===== src/rtl/deff_pkg.sv =====
// Shared limits and types for the dual-edge delay line.
// The optional sample counter is enabled with the DEFF_SAMPLE_CNT_EN macro.
package deff_pkg;

   localparam int WIDTH_MIN     = 1;
   localparam int WIDTH_MAX     = 32;
   localparam int DEPTH_MIN     = 1;
   localparam int DEPTH_MAX     = 16;
   localparam int CNT_W_DEFAULT = 16;

   // One sample as it travels down the line; data is sized for the widest build.
   typedef struct packed {
      logic                 valid;
      logic [WIDTH_MAX-1:0] data;
   } sample_t;

   function automatic bit width_ok(input int w);
      return (w >= WIDTH_MIN) && (w <= WIDTH_MAX);
   endfunction

   function automatic bit depth_ok(input int d);
      return (d >= DEPTH_MIN) && (d <= DEPTH_MAX);
   endfunction

endpackage


===== src/rtl/deff_cell.sv =====
// One dual-edge register stage: a rising-edge half and a falling-edge half whose
// XOR is the stage output, so the stage takes d on every enabled clk edge.
module deff_cell
   import deff_pkg::*;
#(
   parameter int W = 9
) (
   input  logic         clk,
   input  logic         rst_n,
   input  logic         en,
   input  logic [W-1:0] d,
   output logic [W-1:0] q
);

   logic [W-1:0] pos_half;
   logic [W-1:0] neg_half;

   // NOTE: state uses non-blocking assignments so both halves read the other
   // half's pre-edge value; the async clear makes q=0 without a clock.
   always_ff @(posedge clk or negedge rst_n) begin
      if (!rst_n) begin
         pos_half <= '0;
      end else if (en) begin
         pos_half <= d ^ neg_half;
      end
   end

   always_ff @(negedge clk or negedge rst_n) begin
      if (!rst_n) begin
         neg_half <= '0;
      end else if (en) begin
         neg_half <= d ^ pos_half;
      end
   end

   assign q = pos_half ^ neg_half;

endmodule


===== src/rtl/deff_delay_line.sv =====
// DEPTH-stage dual-edge delay line carrying {valid, data} on both clk edges.
// Define DEFF_SAMPLE_CNT_EN to add the valid-output counter and sample_cnt port.
module deff_delay_line
   import deff_pkg::*;
#(
   parameter int WIDTH = 8,
   parameter int DEPTH = 4,
   parameter int CNT_W = CNT_W_DEFAULT
) (
   input  logic             clk,
   input  logic             rst_n,
   input  logic             en,
   input  logic [WIDTH-1:0] din,
   input  logic             din_valid,
   output logic [WIDTH-1:0] dout,
   output logic             dout_valid
`ifdef DEFF_SAMPLE_CNT_EN
   ,
   output logic [CNT_W-1:0] sample_cnt
`endif
);

   localparam int SW = WIDTH + 1;

   if (!width_ok(WIDTH)) begin : g_bad_width
      $error("deff_delay_line: WIDTH=%0d outside %0d..%0d", WIDTH, WIDTH_MIN, WIDTH_MAX);
   end
   if (!depth_ok(DEPTH)) begin : g_bad_depth
      $error("deff_delay_line: DEPTH=%0d outside %0d..%0d", DEPTH, DEPTH_MIN, DEPTH_MAX);
   end

   logic [SW-1:0] stage_in  [DEPTH];
   logic [SW-1:0] stage_out [DEPTH];

   for (genvar k = 0; k < DEPTH; k++) begin : g_stage
      if (k == 0) begin : g_head
         assign stage_in[k] = {din_valid, din};
      end else begin : g_link
         assign stage_in[k] = stage_out[k-1];
      end

      deff_cell #(
         .W (SW)
      ) u_cell (
         .clk   (clk),
         .rst_n (rst_n),
         .en    (en),
         .d     (stage_in[k]),
         .q     (stage_out[k])
      );
   end

   // The last stage output goes straight out; an extra register would add latency.
   assign dout       = stage_out[DEPTH-1][WIDTH-1:0];
   assign dout_valid = stage_out[DEPTH-1][WIDTH];

`ifdef DEFF_SAMPLE_CNT_EN
   logic             next_last_valid;
   logic [CNT_W-1:0] pos_cnt;
   logic [CNT_W-1:0] neg_cnt;

   // Counts on the edge that loads a valid sample into the last stage.
   assign next_last_valid = stage_in[DEPTH-1][WIDTH];

   always_ff @(posedge clk or negedge rst_n) begin
      if (!rst_n) begin
         pos_cnt <= '0;
      end else if (en && next_last_valid) begin
         pos_cnt <= pos_cnt + 1'b1;
      end
   end

   always_ff @(negedge clk or negedge rst_n) begin
      if (!rst_n) begin
         neg_cnt <= '0;
      end else if (en && next_last_valid) begin
         neg_cnt <= neg_cnt + 1'b1;
      end
   end

   assign sample_cnt = pos_cnt + neg_cnt;
`endif

endmodule


===== config.mk =====
export PLATFORM = sky130hd
export DESIGN_NAME = deff_delay_line
export DESIGN_NICKNAME = d
export VERILOG_FILES = /design/src/rtl/deff_pkg.sv /design/src/rtl/deff_cell.sv /design/src/rtl/deff_delay_line.sv
export SDC_FILE = /design/constraint.sdc
export NUM_CORES = 1
export LEC_CHECK = 0
export ABC_AREA = 1
export ABC_CLOCK_PERIOD_IN_PS = 950
export BUFFER_PORTS_ARGS = -buffer_cell sky130_fd_sc_hd__buf_2
export CORE_MARGIN = 1.5
export CORE_UTILIZATION = 40
export CTS_CLUSTER_DIAMETER = 100
export DETAILED_ROUTE_END_ITERATION = 10
export GPL_TIMING_DRIVEN = 0
export SYNTH_ARGS = -nofsm -noshare
export SYNTH_HDL_FRONTEND = slang
export SYNTH_HIERARCHICAL = 1
export SYNTH_SLANG_ARGS = --single-unit

===== constraint.sdc =====
create_clock -name clk -period 0.95 [get_ports clk]
set_input_delay 0.19 -clock clk [delete_from_list [all_inputs] [get_ports clk]]
set_output_delay 0.19 -clock clk [all_outputs]
set_load 0.1 [all_outputs]

==> summary.txt, run 1 <==
Status
  – Status: finished, violations left
  – Failing checks: hold timing, setup timing

Finish
  – Fin area: 6111 µm²
  – Ratio of cells with drive above 1 in the final layout: 38.95%
  – Flip-flop and latch area: 1815 µm²
  – Util after Layout: 58.93%
  – Area occupied by multi-input gates: 2392 µm²
  – Layout area overhead: 42.81%
  – Post-route insts no fill: 842
  – Layout net count: 713
  – N_diodes: 0
  – Fillers: 932

Setup path
  – Critical path class: flip-flop to output port
  – Critical path capture point type: output port
  – CP startpoint kind: flip-flop
  – Critical path arrival: 1690 ps
  – Worst Path Max Fanout: 2
  – Worst EP required: 760 ps

Yosys
  – Fraction of registers with async set/reset: 100.0%
  – Synth Warn #: 6
  – Most common cell in the synthesized netlist: nand2_1
  – Share of the yosys chip area belonging to registers: 42.11%
  – Synth Area per Inst: 7.228 µm²
  – Top cell type's share of synthesized area: 21.75%
  – Post-synth EDFFs: 0
  – Combinational family with the most area after synthesis: simple AND/OR/NAND/NOR gates
  – Syn_nets: 604
  – Compound-Gate Fraction of Synth Area: 0%
  – Post-synthesis adder-cell area fraction: 0%
  – XOR/XNOR Fraction of Synth Area: 7.368%
  – Post-Synthesis Cells: 592
  – Yosys top cell by area: nand2_1
  – Main area contributors after synthesis: nand2_1, dfrtn_1, dfrtp_1
  – Register bit count reported by yosys: 72
  – Top FF cell, synth: dfrtp_1
  – Mux share of post-synthesis cell area: 0%
  – Post-synthesis cell type count: 10
  – Post-Synth Simple-Gate Area: 36.02%
  – Synth cell count leaders: nand2_1, inv_1, nand3_1
  – Mapped Area: 4279 µm²

Timing
  – Slew headroom: 62.45%
  – Min setup slack post-route: -929.9 ps
  – Worst-Margin Slew: 563.3 ps
  – Hold slack: -36.56 ps
  – RSZ-0062 raised after global routing: yes
  – Final setup fails: 81
  – Fin. max-slew vios: 0
  – Setup TNS: -42790 ps
  – Clock Skew: 23.17 ps
  – Hold Vio Cnt, Final: 18

Job
  – Max-cap violations: 0

Drt
  – Pre-antenna DRT Iters: 4
  – Vias: 3792
  – DRT antenna net count: 0
  – WL/cell: 11.33 µm
  – Initial DRC Count: 103
  – DR vias/cell: 4.504
  – DRC Markers: 0
  – Total Wirelength: 9542 µm

Placement
  – Dpl ws: -839.0 ps
  – Inst Count DP: 748
  – Post-DP HPWL: 5937 µm
  – Port Buffers: 19
  – Post-DP Area: 4747 µm²
  – GP Congestion: 0.7767

Die
  – Die area: 11330 µm²
  – Row count: 37
  – Starting density of the core: 41.26%
  – # IOs: 21
  – Die Wd: 106.4 µm
  – Die Y: 106.4 µm
  – CORE AREA: 10370 µm²

Clock network
  – Clock transition at path regs: 80 ps
  – Clk root buf: clkbuf_8
  – Clock buffer depth: 2
  – CTS tree: built
  – H-tree depth: 3
  – Worst-Skew Late Latency: 350 ps
  – Clk sinks: 72
  – TritonCTS buffer count: 9

Power
  – Peak VDD IR: 2794 µV
  – LEAKAGE: 3.333 nW
  – Sw Ratio: 47.67%
  – P_int: 11.17 mW
  – Comb power frac: 61.2%
  – Clk pwr share: 11.1%
  – Net load switching power: 10.18 mW
  – Sequential Power Share: 27.7%
  – Design Power: 21.35 mW
  – Power Dens Cells: 3494 nW/µm²

Global route
  – Pin count of the biggest net entering global routing: 52
  – Initial antenna violation count: 0
  – GRT Total Usage: 18.60%
  – GR Overflow Total: 0
  – Vias in the first global route: 4039
  – First-pass GRT wire length: 16800 µm

Hold path
  – Worst Hold Class: primary input to async pin
==> power by group through the flow <==
stage / sequential [mW] / combinational, mW / clock [mW]
floorplan: 5.91 / 7.56 / 0
global placement: 6.17 / 8.38 / 0
detailed placement: 6.26 / 8.74 / 0
CTS: 5.92 / 12.6 / 2.42
global route: 6.09 / 14.3 / 2.56
finish: 5.92 / 13.1 / 2.36
==> path summary, 6_finish.rpt <==
path,startpoint,end,slack (ps),depth (start not counted)
max reg2reg,g_stage[0].u_cell/pos_half[1]$_DFFE_PN0P_,g_stage[1].u_cell/neg_half[1]$_DFFE_NN0P_,-570,5
max,g_stage[3].u_cell/neg_half[2]$_DFFE_NN0P_,dout[2],-930,2
min in group clk,en,g_stage[0].u_cell/pos_half[5]$_DFFE_PN0P_,120,3
max in group asynchronous,rst_n,g_stage[3].u_cell/pos_half[6]$_DFFE_PN0P_,240,3
min reg2reg,g_stage[2].u_cell/neg_half[4]$_DFFE_NN0P_,g_stage[2].u_cell/neg_half[4]$_DFFE_NN0P_,590,3
min,rst_n,g_stage[3].u_cell/pos_half[7]$_DFFE_PN0P_,-40,2
==> layer usage <==
metal / vias to the layer above / share of wire [%] / global-route usage, %
li1: 1937 / - / -
met1: 1807 / 41 / 19.91
met2: 41 / 55 / 35.39
met3: 7 / 2.5 / 5.150
met4: 0 / 0.84 / 5.333
met5: - / 0 / 0
==> worst max-delay path: stages, from the launching register on <==
cell	delay, ps
dfrtn_1	500
xor2_4	190
buf_12	190
==> placed cells by master (no fill, tap or decap), drive strengths merged <==
cell	count
dfrtn	36
clkbuf	12
dlymetal6s4s	1
inv	112
dfrtp	36
buf	108
xor2	36
clkinv	3
nand3	72
bufinv	1
nand2	288
dlygate4sd3	1
==> cell type report <==
cell class                 count  area share [%]
multi-input combinational    396           39.15
sequential                    72           29.71
timing repair buffer          98           15.19
inverter                     112           7.371
buffer                        12           2.846
tap                          136           2.785
clock buffer                  12           2.211
clock inverter                 4          0.7371
==> kinds of logic (layout without fill, tap and decap cells) <==
| family | count (synthesis) | count (layout) |
|---|---|---|
| XOR/XNOR | 36 | 36 |
| flip-flops | 72 | 72 |
| buffers and inverters | 124 | 238 |
| AND/OR/NAND/NOR | 360 | 360 |
==> flip-flops by register name, summed over array words and instances, names as in the netlist <==
name	flops
g_stage.u_cell/neg_half	36
g_stage.u_cell/pos_half	36
==> repair_timing <==
action,CTS,global route
pin swaps,56,70
hold endpoints to repair,10,1
hold buffers,1,1
buffers inserted,68,21
gates resized for setup,112,58
setup endpoints to repair,81,91
No activity file was read; power rests on OpenSTA's default activity.
==> inputs of run 2 (changes only) <==
--- a/config.mk
+++ b/config.mk
@@ -17,3 +17,4 @@
 export SYNTH_HDL_FRONTEND = slang
 export SYNTH_HIERARCHICAL = 1
 export SYNTH_SLANG_ARGS = --single-unit
+export TNS_END_PERCENT = 20
==> summary.txt, run 2 (synthesis gave the netlist of run 1 again) <==
Status
  – Status: finished, violations left
  – Failing checks: setup timing

Setup path
  – Crit path from: g_stage[3].u_cell/neg_half[7]$_DFFE_NN0P_
  – Critical path's slowest cell: dfrtn_1
  – Worst Path Max Fanout: 2 (unchanged)
  – Cells on worst reg2reg path: 5 (unchanged)
  – Worst EP required: 760 ps (about the same)
  – Critical path arrival: 1690 ps (about the same)
  – CP startpoint kind: flip-flop
  – Critical path class: flip-flop to output port
  – Critical Path Sink: dout[7]
  – CP Cell Sequence: xor2_4 > buf_12
  – Critical path capture point type: output port
  – Critical R2R Launch: g_stage[0].u_cell/pos_half[5]$_DFFE_PN0P_
  – Reg-to-reg critical path endpoint: g_stage[1].u_cell/neg_half[5]$_DFFE_NN0P_
  – CP max stage delay: 490 ps (about the same)
  – Reg2reg setup slack: -570 ps (about the same)

Power
  – Peak VDD IR: 3821 µV (+37%)
  – P_int: 10.77 mW (-3.6%)
  – Power Dens Cells: 3685 nW/µm² (+5.5%)
  – Sequential Power Share: 30.9% (+3.2 points)
  – Net load switching power: 9.760 mW (-4.1%)
  – Comb power frac: 54.1% (-7.1 points)
  – Sw Ratio: 47.54% (-0.13 points)
  – LEAKAGE: 3.017 nW (-9.5%)
  – Clk pwr share: 15.0% (+3.9 points)

Drt
  – DR vias/cell: 4.519 (+0.35%)
  – Initial DRC Count: 100 (-2.9%)
  – DRC Markers: 0 (unchanged)
  – WL/cell: 11.35 µm (+0.13%)
  – DRT antenna net count: 0 (unchanged)
  – Vias: 3543 (-6.6%)
  – Pre-antenna DRT Iters: 4 (unchanged)
  – Total Wirelength: 8896 µm (-6.8%)

Placement
  – GP Congestion: 0.7668 (-1.3%)
  – Post-DP Area: 4743 µm² (about the same)
  – Port Buffers: 19 (unchanged)
  – Inst Count DP: 748 (unchanged)
  – Post-DP HPWL: 5838 µm (-1.7%)

Die
  – Starting density of the core: 41.26% (unchanged)
  – # IOs: 21 (unchanged)
  – Die Wd: 106.4 µm (unchanged)
  – CORE AREA: 10370 µm² (unchanged)
  – Die area: 11330 µm² (unchanged)
  – Row count: 37 (unchanged)
  – Die Y: 106.4 µm (unchanged)

Finish
  – Top Registers: g_stage.u_cell/neg_half (36), g_stage.u_cell/pos_half (36)
  – Most frequent cells in the layout: nand2_1, inv_1, nand3_1, nand2_2, dfrtn_1
  – N_diodes: 0 (unchanged)
  – Most common cell after layout, fill and taps aside: nand2_1
  – Flip-flop and latch area: 1831 µm² (+0.83%)
  – Area occupied by multi-input gates: 2261 µm² (-5.5%)
  – Layout net count: 655 (-8.1%)
  – Ratio of cells with drive above 1 in the final layout: 28.55% (-10 points)
  – Fillers: 972 (+4.3%)
  – Fin area: 5572 µm² (-8.8%)
  – Layout area overhead: 30.20%
  – Post-route insts no fill: 784 (-6.9%)

Job
  – Max-cap violations: 0 (unchanged)

Clock network
  – Clk root buf: clkbuf_8
  – Clk sinks: 72 (unchanged)
  – Clock transition at path regs: 60 ps (-20 ps)
  – Worst-Skew Late Latency: 350 ps (about the same)
  – H-tree depth: 3 (unchanged)
  – Clock buffer depth: 2 (unchanged)
  – TritonCTS buffer count: 9 (unchanged)
  – CTS tree: built

Global route
  – Initial antenna violation count: 0 (unchanged)
  – GRT Total Usage: 16.91% (-1.7 points)
  – First-pass GRT wire length: 15150 µm (-9.9%)
  – Pin count of the biggest net entering global routing: 61 (+17%)
  – Met1 Track Usage GR: 19.65% (-0.26 points)
  – GR Overflow Total: 0 (unchanged)
  – GRT busiest layer: met2
  – Vias in the first global route: 3485 (-14%)
  – Met2 Use GR: 30.32% (-5.1 points)
  – Grt met3 use: 4.047% (-1.1 points)

Timing
  – Min setup slack post-route: -932.2 ps (-2.324 ps)
  – Worst-Margin Slew: 384.8 ps (-178.5 ps)
  – RSZ-0062 raised after global routing: yes
  – Fin. max-slew vios: 0 (unchanged)
  – Hold slack: 21.94 ps (+58.50 ps)
  – Clock Skew: 20.40 ps (-2.772 ps)
  – Hold Vio Cnt, Final: 0 (-18)
  – Slew headroom: 74.26% (+12 points)
  – Setup TNS: -42950 ps (-159.6 ps)
  – Final setup fails: 81 (unchanged)

Hold path
  – Worst Hold Class: primary input to async pin
run 2: cell count changes in the layout (fill, tap and decap cells not counted), sizes merged:
cell	change
buf	-59
bufinv	+2
clkinv	-2
clkbuf	+1
clkinvlp	+1
dlymetal6s4s	-1
run 2: worst min-delay path by stage:
stage / start / to / slack (ps) / depth (start not counted)
after global placement: din[2] / g_stage[0].u_cell/pos_half[2]$_DFFE_PN0P_ / 480 / 4
final: rst_n / g_stage[3].u_cell/neg_half[8]$_DFFE_NN0P_ / 20 / 1
after CTS: rst_n / g_stage[3].u_cell/neg_half[8]$_DFFE_NN0P_ / 10 / 1
after detailed placement: rst_n / g_stage[3].u_cell/pos_half[8]$_DFFE_PN0P_ / 60 / 1
after floorplan: rst_n / g_stage[0].u_cell/pos_half[0]$_DFFE_PN0P_ / -110 / 0
after global routing: rst_n / g_stage[3].u_cell/neg_half[8]$_DFFE_NN0P_ / 10 / 1
run 2: final cells by class:
class / count / area share (%)
inverters: 112 / 8.084
multi-input cells: 396 / 40.58
flip-flops and latches: 72 / 32.85
clock inverters: 5 / 1.841
clock buffers: 11 / 2.717
plain buffers: 12 / 3.054
repair buffers: 40 / 7.815
well taps: 136 / 3.054
run 2: power by group through the flow:
stage               Clock [mW]  Sequential (mW)  Combinational [mW]
detailed placement           0             6.28                8.70
floorplan                    0             5.91                7.57
global route              3.27             6.60                12.2
CTS                       3.14             6.33                11.0
finish                    3.07             6.35                11.1
global placement             0             6.18                8.38
run 2: critical path, delay by kind of cell, from the launching register on:
| family | cells | cell delay, ps |
|---|---|---|
| XOR/XNOR | 1 | 190 |
| buffers and inverters | 1 | 190 |
| flip-flops | 1 | 490 |
run 2: what timing repair did:
action,4_1_cts,5_1_grt
setup endpoints to repair,81,141
resized for setup,74,32
hold endpoints to repair,16,6
hold buffers,1,1
pin swaps,40,15
cloned,0,1
setup buffers,16,1
run 2: per-layer routing:
metal | vias to the layer above | routed length, µm
li1 | 1814 | -
met2 | 56 | 4512
met4 | 0 | 126
met1 | 1662 | 3915
met3 | 11 | 341
met5 | - | 0
run 2: metrics by stage:
stage          util [%]  setup slack [ps]  total power, mW
2_1_floorplan         -            -815.2            13.48
3_3_place_gp      45.45             -1218            14.56
3_5_place_dp      45.74            -844.5            14.98
4_1_cts           52.88            -946.0            20.45
5_1_grt           53.73            -995.3            22.04
6_report          53.73            -932.2            20.53
